<file path="config.mk">
export PLATFORM = sky130hd
export DESIGN_NAME = pp3_ffbank_rst_seq
export DESIGN_NICKNAME = d
export VERILOG_FILES = /design/src/rtl/pp3_ffbank_rst_seq_pkg.sv /design/src/rtl/pp3_rstseq_timer.sv /design/src/rtl/pp3_ffbank_rst_seq.sv
export SDC_FILE = /design/constraint.sdc
export NUM_CORES = 1
export LEC_CHECK = 0
export ABC_AREA = 1
export ABC_CLOCK_PERIOD_IN_PS = 2200
export BUFFER_PORTS_ARGS = -buffer_cell sky130_fd_sc_hd__buf_2
export CAP_MARGIN = 20
export CELL_PAD_IN_SITES_DETAIL_PLACEMENT = 2
export CELL_PAD_IN_SITES_GLOBAL_PLACEMENT = 2
export CORE_UTILIZATION = 32
export CTS_CLUSTER_SIZE = 12
export DETAILED_ROUTE_END_ITERATION = 16
export PLACE_DENSITY_LB_ADDON = 0.05
export SYNTH_ARGS = -nofsm -noshare
export SYNTH_HDL_FRONTEND = slang
export SYNTH_SLANG_ARGS = --single-unit
</file>
<file path="constraint.sdc">
create_clock -name CLK -period 2.2 [get_ports CLK]
set_input_delay 0.11 -clock CLK [delete_from_list [all_inputs] [get_ports CLK]]
set_output_delay 0.11 -clock CLK [all_outputs]
set_load 0.005 [all_outputs]
</file>
<file path="src/rtl/pp3_ffbank_rst_seq_pkg.sv">
// Shared types and constants for the dffepc bank reset sequencer.
package pp3_ffbank_rst_seq_pkg;

  localparam int unsigned NBANKS_MAX = 16;

  typedef enum logic [1:0] {
    ST_HOLD    = 2'd0,
    ST_RELEASE = 2'd1,
    ST_RUN     = 2'd2
  } state_e;

  // Width needed to count up to max(a,b).
  function automatic int unsigned timer_width(input int unsigned a, input int unsigned b);
    return $clog2(((a > b) ? a : b) + 1);
  endfunction

endpackage

</file>
<file path="src/rtl/pp3_rstseq_timer.sv">
// Loadable up-counter with terminal-count flag and synchronous clear.
module pp3_rstseq_timer #(
  parameter int unsigned W = 3
) (
  input  logic         clk,
  input  logic         clr,
  input  logic         load,
  input  logic [W-1:0] load_val,
  input  logic [W-1:0] tc_val,
  output logic         tc_c
);

  logic [W-1:0] cnt_q, cnt_d;

  always_comb begin
    cnt_d = cnt_q + W'(1);
    if (load) cnt_d = load_val;
  end

  always_ff @(posedge clk) begin
    if (clr) cnt_q <= '0;
    else     cnt_q <= cnt_d;
  end

  assign tc_c = (cnt_q == tc_val);

endmodule

</file>
<file path="src/rtl/pp3_ffbank_rst_seq.sv">
// Staggered CLR/PRE release and enable gating for dffepc flop banks.
// Optional STATUS / REINIT_CNT outputs under PP3_FFBANK_RST_SEQ_STATUS_EN.
module pp3_ffbank_rst_seq
  import pp3_ffbank_rst_seq_pkg::*;
#(
  parameter int unsigned         NBANKS      = 4,
  parameter int unsigned         HOLD_CYCLES = 4,
  parameter int unsigned         STAGGER     = 2,
  parameter logic [NBANKS-1:0]   INIT_MASK   = '0
) (
  input  logic              CLK,
  input  logic              RST,
  input  logic              REINIT_REQ,
  input  logic [NBANKS-1:0] EN_REQ,
  output logic [NBANKS-1:0] CLR,
  output logic [NBANKS-1:0] PRE,
  output logic [NBANKS-1:0] EN,
  output logic              READY,
  output logic              REINIT_ACK
`ifdef PP3_FFBANK_RST_SEQ_STATUS_EN
  ,
  output logic [1:0]        STATUS,
  output logic [7:0]        REINIT_CNT
`endif
);

  localparam int unsigned TW = timer_width(HOLD_CYCLES, STAGGER);
  localparam int unsigned BW = $clog2(NBANKS + 1);

  if (NBANKS == 0 || NBANKS > NBANKS_MAX || HOLD_CYCLES == 0 || STAGGER == 0) begin : g_bad_param
    $error("pp3_ffbank_rst_seq: illegal NBANKS/HOLD_CYCLES/STAGGER");
  end

  state_e            state_q, state_d;
  logic [BW-1:0]     bidx_q, bidx_d;
  logic [NBANKS-1:0] clr_q, clr_d, pre_q, pre_d, en_q, en_d;
  logic              ready_q, ready_d, ack_q, ack_d;
  logic              tmr_load_c, tmr_tc_c;
  logic [TW-1:0]     tmr_tc_val_c;

  assign tmr_tc_val_c = (state_q == ST_HOLD) ? TW'(HOLD_CYCLES - 1) : TW'(STAGGER - 1);

  pp3_rstseq_timer #(.W(TW)) u_timer (
    .clk      (CLK),
    .clr      (RST),
    .load     (tmr_load_c),
    .load_val ('0),
    .tc_val   (tmr_tc_val_c),
    .tc_c     (tmr_tc_c)
  );

  always_comb begin
    state_d    = state_q;
    bidx_d     = bidx_q;
    clr_d      = clr_q;
    pre_d      = pre_q;
    en_d       = '0;
    ready_d    = ready_q;
    ack_d      = 1'b0;
    tmr_load_c = 1'b0;
    case (state_q)
      ST_HOLD: begin
        if (tmr_tc_c) begin
          state_d    = ST_RELEASE;
          bidx_d     = '0;
          clr_d[0]   = 1'b0;
          pre_d[0]   = 1'b0;
          tmr_load_c = 1'b1;
        end
      end
      ST_RELEASE: begin
        if (tmr_tc_c) begin
          tmr_load_c = 1'b1;
          if (bidx_q == BW'(NBANKS - 1)) begin
            state_d = ST_RUN;
            ready_d = 1'b1;
          end else begin
            bidx_d = bidx_q + BW'(1);
            for (int i = 0; i < int'(NBANKS); i++) begin
              if (BW'(i) == bidx_d) begin
                clr_d[i] = 1'b0;
                pre_d[i] = 1'b0;
              end
            end
          end
        end
      end
      ST_RUN: en_d = EN_REQ;
      default: state_d = ST_HOLD;
    endcase
    // A request pending as RUN is reached (or during RUN) restarts the whole sequence.
    if (REINIT_REQ && (state_d == ST_RUN)) begin
      state_d    = ST_HOLD;
      bidx_d     = '0;
      clr_d      = ~INIT_MASK;
      pre_d      = INIT_MASK;
      en_d       = '0;
      ready_d    = 1'b0;
      ack_d      = 1'b1;
      tmr_load_c = 1'b1;
    end
  end

  always_ff @(posedge CLK) begin
    if (RST) begin
      state_q <= ST_HOLD;
      bidx_q  <= '0;
      clr_q   <= ~INIT_MASK;
      pre_q   <= INIT_MASK;
      en_q    <= '0;
      ready_q <= 1'b0;
      ack_q   <= 1'b0;
    end else begin
      state_q <= state_d;
      bidx_q  <= bidx_d;
      clr_q   <= clr_d;
      pre_q   <= pre_d;
      en_q    <= en_d;
      ready_q <= ready_d;
      ack_q   <= ack_d;
    end
  end

  assign CLR        = clr_q;
  assign PRE        = pre_q;
  assign EN         = en_q;
  assign READY      = ready_q;
  assign REINIT_ACK = ack_q;

`ifdef PP3_FFBANK_RST_SEQ_STATUS_EN
  logic [7:0] reinit_cnt_q, reinit_cnt_d;

  always_comb begin
    reinit_cnt_d = reinit_cnt_q;
    if (ack_d && (reinit_cnt_q != 8'hFF)) reinit_cnt_d = reinit_cnt_q + 8'd1;
  end

  always_ff @(posedge CLK) begin
    if (RST) reinit_cnt_q <= '0;
    else     reinit_cnt_q <= reinit_cnt_d;
  end

  assign STATUS     = state_q;
  assign REINIT_CNT = reinit_cnt_q;
`endif

endmodule

</file>
==> results of run 1 <==
[worst max-delay path: cells and delay by family, from the launching register on]
kind	cells	cell delay [ns]
simple gates	6	0.60
fa+ha+maj	2	0.41
buf+inv	1	0.08
flops	1	0.38
[registers in the layout, indices dropped and copies added, names as in the netlist]
| register | count |
|---|---|
| state_q | 2 |
| READY | 1 |
| bidx_q | 3 |
| REINIT_ACK | 1 |
| EN | 4 |
| CLR | 4 |
| u_timer.cnt_q | 3 |
[cells in the mapped netlist]
cell type,n,area (um2)
buf_4,4,30.0
inv_2,2,7.51
ha_1,7,87.6
nand2_2,3,18.8
nor2_2,8,50.1
conb_1,1,3.75
o21ai_2,1,8.76
a21oi_2,1,8.76
xnor2_1,1,8.76
o21ai_1,1,5.00
nor2_1,11,41.3
nand3_2,3,30.0
nand3_1,9,45.0
nand4_1,3,18.8
inv_1,19,71.3
or2_2,1,6.26
dfxtp_1,18,360
nand2_4,2,22.5
a22oi_1,1,7.51
nand2_1,16,60.1
nor2_8,1,20.0
[cell type report]
type	count	area, um2	share of cell area (%)
Multi-Input combinational cell	73	454	43.5
Sequential cell	18	360	34.5
Timing Repair Buffer	17	90.1	8.63
Tap cell	30	37.5	3.60
Inverter	21	78.8	7.55
Clock buffer	3	22.5	2.16
[cells by family after synthesis]
logic type | count (synthesis)
AO/OA/AOI/OAI | 4
XOR/XNOR | 1
adder cells (fa/ha/maj) | 7
buffers and inverters | 25
flip-flops | 18
other | 1
AND/OR/NAND/NOR | 57
[final timing paths]
path | from | end | slack (ns) | cells past startpoint
worst max-delay path | bidx_q[0]$_SDFFE_PP0P_ | bidx_q[1]$_SDFFE_PP0P_ | 0.64 | 9
worst min-delay path | EN_REQ[2] | EN[2]$_SDFF_PP0_ | 0.03 | 3
worst max register to register | bidx_q[0]$_SDFFE_PP0P_ | bidx_q[1]$_SDFFE_PP0P_ | 0.64 | 9
worst min register to register | CLR[1]$_SDFFE_PP1P_ | CLR[1]$_SDFFE_PP1P_ | 0.47 | 2
[metrics by stage]
step | std cells | cell area (um2) | hold slack, ns
2_1_floorplan | 116 | 923 | 0.182
3_3_place_gp | 158 | 1010 | 0.287
3_5_place_dp | 158 | 1010 | 0.294
4_1_cts | 162 | 1040 | 0.0184
5_1_grt | 162 | 1040 | 0.0280
6_report | 162 | 1040 | 0.0280
[where the power goes]
part / switching [uW] / internal, uW / leakage, uW
combinational: 85.3 / 46.0 / 0.000383
sequential: 15.6 / 343 / 0.000146
clock: 92.6 / 63.5 / 0.0000138
total: 194 / 453 / 0.000542
[layer usage]
layer | up-vias | share of wire [%] | global-route usage [%] | routed length, um
met2 | 15 | 48 | 25.8 | 981
met3 | 2 | 3.5 | 3.51 | 72
met1 | 345 | 48 | 19.0 | 991
met5 | - | 0 | 0 | 0
met4 | 0 | 0.49 | 4.29 | 10
li1 | 376 | - | - | -
==> summary.md, run 1 <==
| Metric | Value |
|---|---|
| Synth-to-layout area growth | `14.4%` |
| Port Buffer Count | `16` |
| Worst-path maximum fanout | `7` |
| CP startpoint kind | `flip-flop` |
| Mean Syn Cell Area | `8.07 um2` |
| WP data required | `around 2.4 ns` |
| Final net count | `148` |
| Cell variety after synth | `21` |
| Clock sinks | `18` |
| Top-level I/O count | `21` |
| Slowest stage delay, CP | `between 0.3 and 0.4 ns` |
| Largest net degree at the start of global routing | `10` |
| Clock transition at path regs | `around 0.1 ns` |
| Avg WL per Cell | `12.7 um` |
| Post-route clock skew | `0.00462 ns` |
| Slew Viols, Final | `0` |
| Setup TNS | `0 ns` |
| Hold-fix buffers, CTS | `1` |
| CP Capture Type | `flip-flop` |
| Post-synthesis mux area share | `0%` |
| DRC viols | `0` |
| Yosys Warn Count | `0` |
| Worst min-delay path category | `in2reg` |
| Largest family of logic cells by synthesized area | `simple AND/OR/NAND/NOR gates` |
| Xor/xnor share of the synthesized area | `0.960%` |
| Setup Fix Bufs, Post-CTS | `0` |
| CP Data Arrival Time | `around 1.8 ns` |
| Most frequent cells in the layout | `inv_1 (19), dfxtp_1 (18), nand2_1 (16), buf_2 (16), nor2_1 (11)` |
| Static leakage | `0.000542 uW` |
| First-pass GRT wire length | `about 3600 um` |
| Worst slack at placement | `around 0.64 ns` |
| Cell area after synthesis | `a little over 900 um2` |
| Run status | `complete, no violations` |
| Final min period | `1.56 ns` |
| Final worst slack | `~0.64 ns` |
| Site row count | `18` |
| Commonest non-fill, non-tap cell in the layout | `inv_1` |
| # H-tree levels | `1` |
| Antenna violations before repair | `0` |
| CTS tree | `built` |
| Final Power | `646 uW` |
| Cell Chain, Critical Path | `ha_1, ha_1, inv_1, nor2_2, nand3_2, nand2_2, nand2_4, nand2_4, nor2_2` |
| Cells after synthesis | `about 110` |
| Antenna diodes | `0` |
| Synth Area in Simple Gates | `between 30% and 40%` |
| Fill count | `between 300 and 400` |
| Die area | `approximately 3000 um2` |
| Post-Synth Adder-Cell Area | `under 10%` |
| Die Wd | `between 50 and 60 um` |
| Pre-antenna DRT Iters | `2` |
| Core area | `2590 um2` |
| Layout cells sized above 1 | `31.1%` |
| CTS buffer count | `3` |
| Fin util | `around two fifths` |
| All-Layer GR Usage | `between 10% and 20%` |
| Dpl hpwl | `about 1800 um` |
| Effective utilization at floorplan | `about a third` |
| FMAX | `around 640 MHz` |
| Root buf cell | `clkbuf_4` |
| Clock latency on the worst-skew pair | `roughly 0.28 ns` |
| Die Y | `between 50 and 60 um` |
| Sequential share of the synthesized area | `a little under 40%` |
| Gr ovfl total | `0` |
| Post-synthesis compound-gate area fraction | `3.29%` |
| Yosys reg bits | `18` |
| CTS resizes | `0` |
| Final hold vios | `0` |
| Via count | `738` |
| Routability-driven placement congestion ratio | `approximately 0.73` |
| RSZ-0062 raised after global routing | `no` |
| Routed Antenna Nets | `0` |
| Setup CP Type | `reg2reg` |
| 1st-iter DRT viols | `7` |
| Vias in the first global route | `around 790` |
| Clock tree buffer depth | `2` |
| Tcrit/Tclk final | `slightly above 70%` |
| Setup-failing EPs final | `0` |
| Pwr/cell area | `about 620 nW/um2` |
| Vias per inst | `about 4.6` |
| Slowest CP cell | `dfxtp_1` |
| VDD IR max | `0.000355 V` |
| Detailed Route WL | `~2100 um` |
| Max-cap violations | `0` |
Note: power is estimated with default switching activity, not from simulation.
==> run 2: changes to the inputs <==
--- a/config.mk
+++ b/config.mk
@@ -6,12 +6,12 @@
 export NUM_CORES = 1
 export LEC_CHECK = 0
 export ABC_AREA = 1
-export ABC_CLOCK_PERIOD_IN_PS = 2200
+export ABC_CLOCK_PERIOD_IN_PS = 1500
 export BUFFER_PORTS_ARGS = -buffer_cell sky130_fd_sc_hd__buf_2
 export CAP_MARGIN = 20
 export CELL_PAD_IN_SITES_DETAIL_PLACEMENT = 2
 export CELL_PAD_IN_SITES_GLOBAL_PLACEMENT = 2
-export CORE_UTILIZATION = 32
+export CORE_UTILIZATION = 29
 export CTS_CLUSTER_SIZE = 12
 export DETAILED_ROUTE_END_ITERATION = 16
 export PLACE_DENSITY_LB_ADDON = 0.05
==> constraint.sdc (replaced) <==
create_clock -name CLK -period 1.5 [get_ports CLK]
set_input_delay 0.075 -clock CLK [delete_from_list [all_inputs] [get_ports CLK]]
set_output_delay 0.075 -clock CLK [all_outputs]
set_load 0.005 [all_outputs]
==> run 2 against run 1 <==
  * Die area is 9.9% higher
  * Global-route usage is 0.54 points higher
  * Worst hold slack improved by 0.044 ns
  * Routed wire length is 16% higher
  * Total power is 56% higher
  * Flip-flop and latch count is the same
  * Non-clock buffer count rose by 10
  * Cell count up 14%
  * Sequential power increased by 47%
  * Maximum frequency grew 9.4%
  * Critical endpoint is now state_q[0]$_SDFF_PP0_
==> summary.md, run 2 (synthesis gave the netlist of run 1 again) <==
| Metric | Value |
|---|---|
| Run status | `complete, no violations` |
| Routed Antenna Nets | `0` |
| All-Layer GR Usage | `between 10% and 20%` |
| Worst slack at placement | `-0.0325 ns` |
| Fin util | `slightly above 40%` |
| Largest net degree at the start of global routing | `10` |
| CTS tree | `built` |
| Effective utilization at floorplan | `between 30% and 40%` |
| FMAX | `~700 MHz` |
| Clock sinks | `18` |
| Routability-driven placement congestion ratio | `around 0.74` |
| Setup TNS | `0 ns` |
| Final min period | `1.42 ns` |
| Root buf cell | `clkbuf_4` |
| Clock tree buffer depth | `2` |
| Slew Viols, Final | `0` |
| Setup-failing EPs final | `0` |
| Commonest non-fill, non-tap cell in the layout | `inv_1` |
| Clock transition at path regs | `0.11 ns` |
| Worst min-delay path category | `in2reg` |
| # H-tree levels | `1` |
| Final hold vios | `0` |
| Synth-to-layout area growth | `27.6%` |
| First-pass GRT wire length | `about 3900 um` |
| Pre-antenna DRT Iters | `1` |
| Static leakage | `around 0.00059 uW` |
| Dpl hpwl | `1820 um` |
| Avg WL per Cell | `12.9 um` |
| FF+latch area | `about 370 um2` |
| Die Y | `a little under 60 um` |
| Vias per inst | `between 4 and 5` |
| Core area | `approximately 2900 um2` |
| Die area | `about 3400 um2` |
| Clock latency on the worst-skew pair | `0.30 ns` |
| Antenna violations before repair | `0` |
| Via count | `around 800` |
| WP data required | `between 1.5 and 2 ns` |
| Final worst slack | `about 0.076 ns` |
| Die Wd | `a little under 60 um` |
| Most frequent cells in the layout | `inv_1 (19), nand2_1 (16), buf_2 (16)` |
| Gr ovfl total | `0` |
| 1st-iter DRT viols | `0` |
| Tcrit/Tclk final | `94.9%` |
| CP startpoint kind | `flip-flop` |
| Antenna diodes | `0` |
| DRC viols | `0` |
| Port Buffer Count | `16` |
| Vias in the first global route | `roughly 830` |
| Max-cap violations | `0` |
| Fill count | `330` |
| Site row count | `19` |
| CP Capture Type | `flip-flop` |
| CTS buffer count | `3` |
| Final net count | `158` |
| Pwr/cell area | `between 800 and 900 nW/um2` |
| Worst-path maximum fanout | `7` |
| Setup CP Type | `reg2reg` |
| Post-route clock skew | `~0.0094 ns` |
| Area of the multi-input gates | `469 um2` |
| Layout cells sized above 1 | `a little under two fifths` |
| Detailed Route WL | `between 2000 and 2500 um` |
| Top-level I/O count | `21` |
| CP Data Arrival Time | `between 1.5 and 2 ns` |
| VDD IR max | `around 0.00038 V` |
==> run 2: cell count changes in the layout (fill, tap and decap cells not counted) <==
cell and change:
dfxtp_2 +4, ha_2 +1, dfxtp_1 -4, ha_1 -2, ha_4 +1, dlygate4sd3_1 +4, buf_4 +6
==> run 2: area by class of cell <==
type | instances | share of cell area (%)
multi-input cells | 73 | 40.3
flip-flops and latches | 18 | 31.4
repair buffers | 27 | 15.1
inverters | 21 | 6.77
well taps | 42 | 4.52
clock buffers | 3 | 1.94
==> run 2: repair_timing <==
| action | CTS | global route |
|---|---|---|
| pin swaps | 0 | 2 |
| buffers inserted | 0 | 3 |
| resized for setup | 2 | 5 |
| endpoints found under the hold margin | 5 | 0 |
| hold buffers | 5 | 0 |
| setup endpoints to repair | 8 | 12 |
==> run 2: metrics by stage <==
step / power (uW) / cell area, um2 / hold slack, ns / cells
global placement: 740 / 1050 / 0.258 / 173
CTS: 1020 / 1120 / 0.0711 / 181
finish: 1010 / 1160 / 0.0724 / 184
detailed placement: 751 / 1050 / 0.267 / 173
floorplan: 682 / 923 / 0.147 / 116
global route: 1060 / 1160 / 0.0912 / 184
==> run 2: worst max-delay path: stages (launching register included) <==
cell	delay (ns)
dfxtp_2	0.34
ha_2	0.20
ha_4	0.15
inv_1	0.05
nor2_2	0.11
nand3_2	0.11
nand2_2	0.12
nand2_4	0.09
nand2_4	0.12
nor2_2	0.05
==> run 2: worst paths after layout <==
check	startpoint	endpoint	slack [ns]	cells past startpoint
setup / recovery	bidx_q[0]$_SDFFE_PP0P_	state_q[0]$_SDFF_PP0_	0.08	9
hold / removal	REINIT_REQ	state_q[1]$_SDFF_PP0_	0.07	4
setup reg to reg	bidx_q[0]$_SDFFE_PP0P_	state_q[0]$_SDFF_PP0_	0.08	9
hold reg to reg	u_timer.cnt_q[0]$_SDFF_PP0_	u_timer.cnt_q[0]$_SDFF_PP0_	0.47	1
==> run 2: power by group <==
| part | leakage (uW) | switching (uW) | internal [uW] |
|---|---|---|---|
| Combinational | 0.000428 | 138 | 92.7 |
| Clock | 0.0000138 | 154 | 93.6 |
| Sequential | 0.000148 | 22.2 | 505 |
==> run 2: per-layer routing <==
layer  vias up  wire, um  global-route usage [%]
met4         0        16                    4.08
li1        395         -                       -
met5         -         0                       0
met2        15      1200                    27.1
met1       382      1080                    19.4
met3         3        79                    4.02
